[src/rtl/dmem_port_arbiter.sv]
// Load/store arbiter for the single-port data memory: picks one requester,
// registers the memory command and times the synchronous read-return window.
module dmem_port_arbiter #(
  parameter int READ_LAT = 1,
  parameter bit RR_EN    = 1'b1
) (
  input  logic        i_clk,
  input  logic        i_rst,
  input  logic        ld_req,
  input  logic [9:0]  ld_addr,
  output logic        ld_gnt,
  output logic [31:0] ld_rdata,
  output logic        ld_rvalid,
  input  logic        st_req,
  input  logic [9:0]  st_addr,
  input  logic [31:0] st_wdata,
  input  logic [3:0]  st_byte_en,
  output logic        st_gnt,
  output logic        mem_rw_mode,
  output logic [9:0]  mem_addr,
  output logic [31:0] mem_write_data,
  output logic [3:0]  mem_byte_en,
  input  logic [31:0] mem_read_data,
  output logic        busy
);

  typedef enum logic [1:0] {
    IDLE  = 2'd0,
    ISSUE = 2'd1,
    WAIT  = 2'd2
  } state_t;

  localparam logic [1:0] LAT_M1 = 2'(READ_LAT - 1);

  state_t      state_q, state_d;
  logic [1:0]  cnt_q, cnt_d;
  logic        last_st_q, last_st_d;
  logic        ld_gnt_q, ld_gnt_d;
  logic        st_gnt_q, st_gnt_d;
  logic        mem_rw_q, mem_rw_d;
  logic [9:0]  mem_addr_q, mem_addr_d;
  logic [31:0] mem_wdata_q, mem_wdata_d;
  logic [3:0]  mem_be_q, mem_be_d;
  logic        busy_q, busy_d;
  logic        pick_st_s, pick_ld_s;
  logic        rvalid_s;

  // Arbitration, next-state and next registered memory command.
  always_comb begin
    state_d     = state_q;
    cnt_d       = cnt_q;
    last_st_d   = last_st_q;
    ld_gnt_d    = 1'b0;
    st_gnt_d    = 1'b0;
    mem_rw_d    = 1'b0;
    mem_addr_d  = 10'd0;
    mem_wdata_d = 32'd0;
    mem_be_d    = 4'd0;
    pick_st_s   = 1'b0;
    pick_ld_s   = 1'b0;
    case (state_q)
      IDLE: begin
        if (ld_req && st_req) begin
          // last_st_q high means the store side won last, so load goes next.
          if (RR_EN) begin
            pick_st_s = ~last_st_q;
          end else begin
            pick_st_s = 1'b1;
          end
          pick_ld_s = ~pick_st_s;
        end else begin
          pick_st_s = st_req;
          pick_ld_s = ld_req;
        end
        if (pick_st_s) begin
          state_d     = ISSUE;
          st_gnt_d    = 1'b1;
          mem_rw_d    = 1'b1;
          mem_addr_d  = st_addr;
          mem_wdata_d = st_wdata;
          mem_be_d    = st_byte_en;
          last_st_d   = 1'b1;
        end else if (pick_ld_s) begin
          state_d    = ISSUE;
          ld_gnt_d   = 1'b1;
          mem_addr_d = ld_addr;
          mem_be_d   = 4'b1111;
          last_st_d  = 1'b0;
        end else begin
          state_d = IDLE;
        end
      end
      ISSUE: begin
        if (ld_gnt_q) begin
          state_d    = WAIT;
          cnt_d      = LAT_M1;
          mem_addr_d = mem_addr_q;
          mem_be_d   = mem_be_q;
        end else begin
          state_d = IDLE;
        end
      end
      WAIT: begin
        if (cnt_q != 2'd0) begin
          cnt_d      = cnt_q - 2'd1;
          mem_addr_d = mem_addr_q;
          mem_be_d   = mem_be_q;
        end else begin
          cnt_d   = 2'd0;
          state_d = IDLE;
        end
      end
      default: begin
        state_d = IDLE;
        cnt_d   = 2'd0;
      end
    endcase
    busy_d = (state_d != IDLE);
  end

  // State, arbitration history and registered memory-side outputs.
  always_ff @(posedge i_clk or negedge i_rst) begin
    if (!i_rst) begin
      state_q     <= IDLE;
      cnt_q       <= 2'd0;
      last_st_q   <= 1'b1;
      ld_gnt_q    <= 1'b0;
      st_gnt_q    <= 1'b0;
      mem_rw_q    <= 1'b0;
      mem_addr_q  <= 10'd0;
      mem_wdata_q <= 32'd0;
      mem_be_q    <= 4'd0;
      busy_q      <= 1'b0;
    end else begin
      state_q     <= state_d;
      cnt_q       <= cnt_d;
      last_st_q   <= last_st_d;
      ld_gnt_q    <= ld_gnt_d;
      st_gnt_q    <= st_gnt_d;
      mem_rw_q    <= mem_rw_d;
      mem_addr_q  <= mem_addr_d;
      mem_wdata_q <= mem_wdata_d;
      mem_be_q    <= mem_be_d;
      busy_q      <= busy_d;
    end
  end

  // Read return passes straight from the macro in the last WAIT cycle.
  always_comb begin
    rvalid_s = (state_q == WAIT) && (cnt_q == 2'd0);
    if (rvalid_s) begin
      ld_rdata = mem_read_data;
    end else begin
      ld_rdata = 32'd0;
    end
  end

  assign ld_rvalid      = rvalid_s;
  assign ld_gnt         = ld_gnt_q;
  assign st_gnt         = st_gnt_q;
  assign mem_rw_mode    = mem_rw_q;
  assign mem_addr       = mem_addr_q;
  assign mem_write_data = mem_wdata_q;
  assign mem_byte_en    = mem_be_q;
  assign busy           = busy_q;

endmodule

[config.mk]
export PLATFORM = sky130hd
export DESIGN_NAME = dmem_port_arbiter
export DESIGN_NICKNAME = d
export VERILOG_FILES = /design/src/rtl/dmem_port_arbiter.sv
export SDC_FILE = /design/constraint.sdc
export NUM_CORES = 1
export LEC_CHECK = 0
export ABC_CLOCK_PERIOD_IN_PS = 1850
export BUFFER_PORTS_ARGS = -buffer_cell sky130_fd_sc_hd__buf_4
export CELL_PAD_IN_SITES_DETAIL_PLACEMENT = 0
export CELL_PAD_IN_SITES_GLOBAL_PLACEMENT = 2
export CORE_MARGIN = 2
export CORE_UTILIZATION = 21
export DETAILED_ROUTE_END_ITERATION = 8
export GPL_TIMING_DRIVEN = 0
export PLACE_DENSITY = 0.78
export SYNTH_ARGS = -nofsm -noshare
export SYNTH_HDL_FRONTEND = slang
export SYNTH_SLANG_ARGS = --single-unit
export TNS_END_PERCENT = 1
[constraint.sdc]
create_clock -name i_clk -period 1.85 [get_ports i_clk]
set_clock_uncertainty 0.05 [all_clocks]
set_input_delay 0.0925 -clock i_clk [delete_from_list [all_inputs] [get_ports i_clk]]
set_output_delay 0.0925 -clock i_clk [all_outputs]
set_load 0.02 [all_outputs]
==> flow_summary_export.csv <==
group,metric,value,unit
outcome,status,"completed",
floorplan,die_width,106,um
cts,root_buffer,"clkbuf_8",
timing,timing_hold_violations_final,0,
yosys,post_synth_and_or_nand_nor_area_fraction,24.9,%
floorplan,core_area,10200,um^2
finish,fin_nets,503,
cts,level_count_of_the_clock_h_tree,2,
grt,grt_max_degree,55,
finish,layout-drive-gt1-share,50.5,%
worst_setup_path,critPathCaptureType,"primary output",
routing,number_of_routed_nets_with_antenna_violations,0,
cts,clkTransAtPathRegs,0.10,ns
yosys,synth_fa_ha_area_share,0,%
cts,cts_buffer_depth,2,
yosys,yosysUniqueCellTypes,28,
routing,dr_wl_met2,4230,um
finish,area_growth_syn_to_layout,98.2,%
yosys,synth_enable_flop_cells,0,
finish,multiInputGateArea,776,um^2
yosys,postSynth.topFlopCell,"dfrtp_1",
yosys,asyncSetResetFlopFracSynth,100,%
cts,tritoncts,"yes",
yosys,synthesized_area_fraction_occupied_by_xor_and_xnor_cells,0,%
timing,post-route-period-util,95.5,%
yosys,synthesis.area_per_instance,12.2,um^2
yosys,sequential_area_share_after_synthesis,61.8,%
grt,first_global_vias,2489,
finish,final_common_cell,"buf_4",
floorplan,dieArea,11300,um^2
yosys,syn-cell-area,2190,um^2
yosys,synth.top_cells.by_area,"dfrtp_1 (61%), and3_1 (12%), and2_1 (9.1%)",
routing,highest_layer,"met4",
pwr,power_leakage,2.38,nW
finish,layout_common_cells,"buf_4 (175), dfrtp_1 (52), dlygate4sd3_1 (47), and3_1 (43), and2_1 (28)",
timing,setup-tns-final,0,ns
hold_path,min_path_type,"in2reg",
cts,clkSinkCount,54,
floorplan,std_cell_rows,37,
grt,global_route_wire_length_before_repair,12600,um
routing,met3_length,852,um
routing,detail_route.vias_per_cell,4.19,
yosys,mappedNetlistNets,272,
timing,report.final.setup_viol,0,
place,port-buffer-count,174,
pwr,ir_worst_vdd,0.397,mV
worst_setup_path,critical_path_required,1.71,ns
grt,grtUsageTotal,14.3,%
yosys,yosys.area.top_type,"dfrtp_1",
floorplan,initial_utilization,21.4,%
routing,detail_route.drc_violations,0,
finish,sequential_cell_area,1350,um^2
grt,grt.overflow.total,0,
routing,drt-total-wl,7940,um
yosys,synth_compound_gate_area_share,9.61,%
yosys,synth_top_family_by_area,"simple AND/OR/NAND/NOR gates",
worst_setup_path,critPathMaxFanout,10,
cts,worstSkewPairLatency,0.31,ns
yosys,post_synth_mux_area_share,0,%
timing,whs,0.0557,ns
yosys,ys.warnings.count,0,
timing,slew_limit_fails,0,
pwr,power_density,893,nW/um^2
routing,routedWlPerCell,14.5,um
yosys,synthDominantCellAreaShare,60.6,%
timing,finalWorstPathRequiredPeriod,1.77,ns
routing,route.vias.total,2294,
floorplan,chipHeight,106,um
floorplan,io_pins,175,
cts,tritoncts.num_buffers,5,
routing,drt_first_iter_violations,80,
finish,insertedDiodeCount,0,
timing,timing_worst_slew_pin_value,0.693,ns
timing,slew-limit-headroom,53.8,%
routing,drt_pre_antenna_iters,4,
place,hpwl,5800,um
worst_setup_path,worstSetupStartpointType,"register",
grt,initial_antenna_violation_count,0,
yosys,ys_ff_latch,54,
job,maxCapViolCount,0,
timing,setup_repair_after_global_routing_missed_its_margin,"true",
worst_setup_path,worst-setup-path-type,"reg2out",
worst_setup_path,worstPathArrival,1.62,ns
yosys,synthCells,180,
place,globalplace.congestion,0.657,
routing,drt-met1-wl,2790,um
finish,fill_cells,972,
timing,clock.fmax,566,MHz
[power breakdown]
| group | leakage (nW) | total [W] | internal, W | switching (W) |
|---|---|---|---|---|
| Clock | 0.0618 | 0.000844 | 0.000446 | 0.000398 |
| Sequential | 0.714 | 0.00151 | 0.00140 | 0.000112 |
| Combinational | 1.60 | 0.00152 | 0.000739 | 0.000782 |
| Total | 2.38 | 0.00387 | 0.00258 | 0.00129 |
[flip-flops by register name (all words and copies together) (netlist names)]
name            count
cnt_q               2
busy                1
mem_write_data     32
mem_addr           10
mem_byte_en         4
mem_rw_mode         1
ld_gnt              1
last_st_q           1
state_q             2
[critical path, stage by stage (launching register included)]
cell	delay, ns
dfrtp_1	0.41
nand2b_4	0.17
nor3_4	0.26
buf_4	0.21
and2_1	0.14
buf_4	0.14
[layer usage]
layer / vias up / track usage [%]
li1: 1087 / -
met1: 1078 / 14.6
met2: 125 / 27.4
met3: 4 / 5.40
met4: 0 / 2.91
met5: - / 0
[stage by stage]
step	util (%)	cells	cell area, um^2	worst slack (ns)	power [W]
after CTS	42.2	548	4320	-0.0167	0.00392
after floorplan	-	180	2190	0.364	0.00223
after global routing	42.4	548	4340	-0.0301	0.00413
after detailed placement	35.8	490	3660	0.0283	0.00294
final	42.4	548	4340	0.0839	0.00387
after global placement	35.8	490	3660	0.0548	0.00293
[synth_stat cells (2+ instances only)]
master / number
o2bb2ai_1: 4
buf_2: 3
a221o_1: 10
dfrtp_1: 53
clkbuf_1: 6
nand2b_1: 2
nor2_1: 6
and2_1: 32
clkbuf_2: 2
and3_1: 43
buf_6: 2
[repair_timing]
action / 4_1_cts / 5_1_grt
setup buffers: 2 / 0
pin swaps: 1 / 1
hold buffers: 47 / 0
gates cloned: 1 / 0
setup endpoints to repair: 33 / 59
gates resized for setup: 10 / 11
hold endpoints to repair: 99 / 0
[worst paths after layout]
kind / start / endpoint / slack, ns / cells past startpoint
hold reg to reg: mem_byte_en[0] / mem_byte_en[0] / 0.45 / 1
setup / recovery: state_q[0] / ld_rdata[23] / 0.08 / 5
min in group asynchronous: i_rst / mem_write_data[28] / 0.32 / 2
hold / removal: st_addr[6] / mem_addr[6] / 0.06 / 3
max in group asynchronous: i_rst / state_q[1] / 0.92 / 2
setup reg to reg: last_st_q / mem_write_data[20] / 0.28 / 4
[cell families (layout without fill, tap and decap cells)]
family | count (synthesis) | in the layout
buf+inv | 15 | 247
flops | 54 | 54
simple gates | 89 | 89
compound gates | 22 | 22
[area by class of cell]
type	count	share of cell area (%)
Inverter	1	0.0866
Buffer	14	2.34
Timing Repair Buffer	224	41.7
Clock inverter	2	0.894
Clock buffer	6	1.90
Multi-Input combinational cell	111	17.9
Tap cell	136	3.92
Sequential cell	54	31.2
Power figures use the tool's default switching activity.
